### src/rtl/mux_scan_ctrl.sv
// mux_scan_ctrl: steps a dual 4-to-1 selector through 0..3 and packs both channels into data_out.
// Define AUTO_RESCAN_EN to restart scanning straight from DONE instead of returning to IDLE.
module mux_scan_ctrl #(
    parameter int SETTLE_CYCLES = 2
) (
    input  logic       clk,
    input  logic       rst_n,
    input  logic       start,
    input  logic       y1,
    input  logic       y2,
    output logic       s0,
    output logic       s1,
    output logic       e1,
    output logic       e2,
    output logic       busy,
    output logic       done,
    output logic [7:0] data_out
);
    if (SETTLE_CYCLES < 1 || SETTLE_CYCLES > 15) begin : g_bad_settle
        $error("SETTLE_CYCLES must be in 1..15");
    end

    typedef enum logic [1:0] {IDLE, SETTLE, SAMPLE, DONE} state_t;

    state_t     state, state_n;
    logic [3:0] cnt, cnt_n;
    logic [1:0] idx, idx_n;
    logic [7:0] shadow, shadow_n;
    logic       scan_n;

    assign scan_n = state_n == SETTLE || state_n == SAMPLE;

    always_comb begin
        state_n  = state;
        cnt_n    = cnt;
        idx_n    = idx;
        shadow_n = shadow;
        case (state)
            IDLE: if (start) begin
                state_n = SETTLE;
                cnt_n   = 4'd0;
                idx_n   = 2'd0;
            end
            SETTLE: begin
                cnt_n   = cnt + 4'd1;
                state_n = cnt == 4'(SETTLE_CYCLES - 1) ? SAMPLE : SETTLE;
            end
            SAMPLE: begin
                shadow_n[{1'b0, idx}] = y1;
                shadow_n[{1'b1, idx}] = y2;
                cnt_n   = 4'd0;
                idx_n   = idx + 2'd1;
                state_n = idx == 2'd3 ? DONE : SETTLE;
            end
`ifdef AUTO_RESCAN_EN
            DONE: begin
                state_n = SETTLE;
                cnt_n   = 4'd0;
                idx_n   = 2'd0;
            end
`else
            DONE: state_n = IDLE;
`endif
            default: state_n = IDLE;
        endcase
    end

    // outputs are registered from the next-state decode so they track state without extra latency
    always_ff @(posedge clk or negedge rst_n) begin
        if (!rst_n) begin
            state    <= IDLE;
            cnt      <= 4'd0;
            idx      <= 2'd0;
            shadow   <= 8'h00;
            data_out <= 8'h00;
            {s1, s0} <= 2'b00;
            e1       <= 1'b1;
            e2       <= 1'b1;
            busy     <= 1'b0;
            done     <= 1'b0;
        end else begin
            state    <= state_n;
            cnt      <= cnt_n;
            idx      <= idx_n;
            shadow   <= shadow_n;
            if (state_n == DONE) data_out <= shadow_n;
            {s1, s0} <= scan_n ? idx_n : 2'b00;
            e1       <= !scan_n;
            e2       <= !scan_n;
            busy     <= state_n != IDLE;
            done     <= state_n == DONE;
        end
    end
endmodule

### config.mk
export PLATFORM = sky130hd
export DESIGN_NAME = mux_scan_ctrl
export DESIGN_NICKNAME = d
export VERILOG_FILES = /design/src/rtl/mux_scan_ctrl.sv
export SDC_FILE = /design/constraint.sdc
export NUM_CORES = 1
export LEC_CHECK = 0
export CAP_MARGIN = 10
export CORE_MARGIN = 2
export CORE_UTILIZATION = 45
export DETAILED_ROUTE_END_ITERATION = 10
export PLACE_DENSITY = 0.67
export SLEW_MARGIN = 5
export SYNTH_ARGS = -nofsm -noshare
export SYNTH_HDL_FRONTEND = slang
export SYNTH_SLANG_ARGS = --single-unit
### constraint.sdc
create_clock -name clk -period 2.4 [get_ports clk]
set_input_delay 0.48 -clock clk [delete_from_list [all_inputs] [get_ports clk]]
set_output_delay 0.48 -clock clk [all_outputs]
set_load 0.005 [all_outputs]
==> results of run 1 <==
==> placed cells by master (no fill, tap or decap) <==
| cell type | Yosys | routed |
|---|---|---|
| dfrtp_1 | 28 | 28 |
| clkdlybuf4s50_1 | 0 | 18 |
| mux2_4 | 16 | 16 |
| ha_1 | 12 | 12 |
| inv_1 | 8 | 8 |
| o21ai_0 | 5 | 5 |
| clkbuf_4 | 0 | 5 |
| nand2_4 | 4 | 4 |
| o31ai_1 | 3 | 3 |
| and2_1 | 3 | 3 |
| nand2b_1 | 3 | 3 |
| nor2_1 | 2 | 2 |
| a22oi_1 | 2 | 2 |
| mux2i_1 | 2 | 2 |
| nand2_1 | 2 | 2 |
| clkbuf_8 | 0 | 2 |
| buf_4 | 2 | 2 |
| a22o_1 | 1 | 1 |
| mux2_2 | 1 | 1 |
| nor4b_1 | 1 | 1 |
| and2_2 | 1 | 1 |
| o31a_1 | 1 | 1 |
| a22o_2 | 1 | 1 |
| nand3_1 | 1 | 1 |
| nor2b_1 | 1 | 1 |
| clkinv_2 | 0 | 1 |
| dfstp_2 | 1 | 1 |
| buf_12 | 0 | 1 |
==> layer usage <==
layer  wire, microns  vias up  track usage, %
met1            1100      406            18.5
met2            1080       19            23.4
met3             125        6            6.71
met4              38        0            6.67
li1                -      396               -
met5               0        -               0
==> area by class of cell <==
class | instances | area, sq um | share of cell area (%)
sequential | 29 | 727 | 41.9
multi-input combinational | 62 | 637 | 36.7
timing repair buffer | 21 | 215 | 12.4
clock buffer | 7 | 65.1 | 3.75
tap | 44 | 55.1 | 3.17
inverter | 8 | 30.0 | 1.73
clock inverter | 1 | 5.00 | 0.289
==> per-stage QoR <==
stage,hold WS [ns],power [uW]
after floorplan,0.184,1650
after global placement,0.479,2030
after detailed placement,0.487,2080
after CTS,0.506,2420
after global routing,0.520,2570
final,0.505,2390
==> cell families (layout without fill, tap and decap cells) <==
group	Yosys count	after routing	synth area share, %
and+or+nand+nor	18	18	8.78
buffers and inverters	12	37	4.30
muxes	19	19	19.1
DFF	29	29	51.0
adders and majority gates	12	12	10.5
AOI/OAI and AO/OA	13	13	6.32
==> sequential cells by signal, indices dropped and copies added (netlist names) <==
name      count
cnt           4
s0            1
state         2
shadow        8
data_out      8
s1            1
done          1
busy          1
idx           2
e2            1
==> critical path, cell delays in order, from the launching register on <==
cell	delay, ns
dfrtp_1	0.40
inv_1	0.09
ha_1	0.24
nor4b_1	0.40
o31a_1	0.25
ha_1	0.21
buf_12	0.15
mux2_4	0.30
==> power groups by stage <==
stage | clock network [uW] | registers (uW) | logic [uW]
floorplan | 0 | 833 | 822
global placement | 0 | 843 | 1190
detailed placement | 0 | 854 | 1220
CTS | 349 | 847 | 1230
global route | 372 | 872 | 1330
finish | 337 | 845 | 1210
==> path summary, 6_finish.rpt <==
path,start,to,depth (start not counted)
min in group asynchronous,rst_n,s1,2
setup / recovery,state[1],data_out[6],7
max in group asynchronous,rst_n,e2,2
hold / removal,shadow[2],shadow[2],1
hold reg to reg,shadow[2],shadow[2],1
setup reg to reg,state[1],data_out[6],7
==> qor.yml, run 1 <==
synth.distinct_cells: 25
cp_max_fo: 8
synth_top_cell_area_share_pct: 49.2
finalCritPeriodShare_pct: 89.9
netlist_instances: 103
area_growth_syn_to_layout_pct: 21.7
grt_max_degree: 30
synth_common_cells: "dfrtp_1 (28), mux2_4 (16), ha_1 (12)"
synth_top_area_cell: "dfrtp_1"
finish.utilization_pct: 57.3
p_clk_share_pct: 14.1
critical_path_class: "register to register"
yosysSeqAreaShare_pct: 51.0
p_comb_share_pct: 50.5
synth-edff-count: 0
port_buffers: 18
placed_cell_area_sq_um: 1660
diodes: 0
wire_per_inst_microns: 13.6
antenna_found_initial: 0
power.switching_uw: 769
cts_max_level: 2
outcome: "complete, no violations"
slew_viol_final: 0
layout.nets: 144
vias_per_cell: 4.81
drc: 0
n_fill_cell: 278
antenna_left: 0
post-cts-setup-buffer-count: 0
num_vias: 827
path_clk_slew_ns: 0.09
post-synth-top-count-cell: "dfrtp_1"
gp_congestion: 0.799
fin_crit_ns: 2.16
final_area_sq_um: 1730
grt_pass1_vias: 828
yosys_warnings: 0
cts_resized: 0
netlist_area_sq_um: 1430
synthesis.nets: 120
syn_area_per_cell_sq_um: 13.8
pwr-share-seq_pct: 35.4
drv_cap: 0
ys_ff_latch: 29
finalSetupViolations: 0
clock-sinks: 29
finalClockSkew_ns: 0.00673
row_count: 20
worstPathRequired_ns: 2.61
r2r_setup_slack_ns: 0.24
grt_pass1_wl_microns: 3910
core_sq_um: 3030
io_pins: 19
place_ws_ns: 0.214
fmax_mhz: 463
layout.cells.non_filler: 172
synthArstFlopShare_pct: 100
cts_buffers: 5
sw_frac_of_total_pct: 32.2
finalHoldViolCount: 0
grt.total_usage_pct: 15.3
dr.pass1.iters: 3
worstHoldPathType: "register to register"
synth.area.top_cells: "dfrtp_1 (49%), mux2_4 (17%), ha_1 (11%)"
vdd_drop_max_v: 0.000655
dp_cells: 164
tritoncts: "done"
grt.overflow.total: 0
final_layout_size_suffix_gt1_share_pct: 27.3
rsz0062_at_grt: "false"
power_density_nw_per_um2: 1380
tns_ns: 0
start_util_pct: 47.1
cts-root-buf: "clkbuf_4"
p_int_uw: 1620
worst_pin_slew_ns: 0.427
setup_ws_ns: 0.242
synthFlopType: "dfrtp_1"
endpoint_kind: "register"
drt-initial-drc-count: 20
start_kind: "register"
die_x_microns: 60.3
leakage_uw: 0.000850
cts_hold_buffers: 0
dieArea_sq_um: 3630
cts_buffer_depth: 2
fp.dieH_microns: 60.3
max_slew_margin_pct: 70.7
drt-total-wl_microns: 2340
insertion_delay_ns: 0.32
crit_arrival_ns: 2.36
Power figures use the tool's default switching activity.
==> run 2: changes to the inputs <==
--- a/config.mk
+++ b/config.mk
@@ -10,7 +10,6 @@
 export CORE_UTILIZATION = 45
 export DETAILED_ROUTE_END_ITERATION = 10
 export PLACE_DENSITY = 0.67
-export SLEW_MARGIN = 5
 export SYNTH_ARGS = -nofsm -noshare
 export SYNTH_HDL_FRONTEND = slang
 export SYNTH_SLANG_ARGS = --single-unit
==> results of run 2 <==
No change in the layout: final DEF, timing and power equal those of run 1.
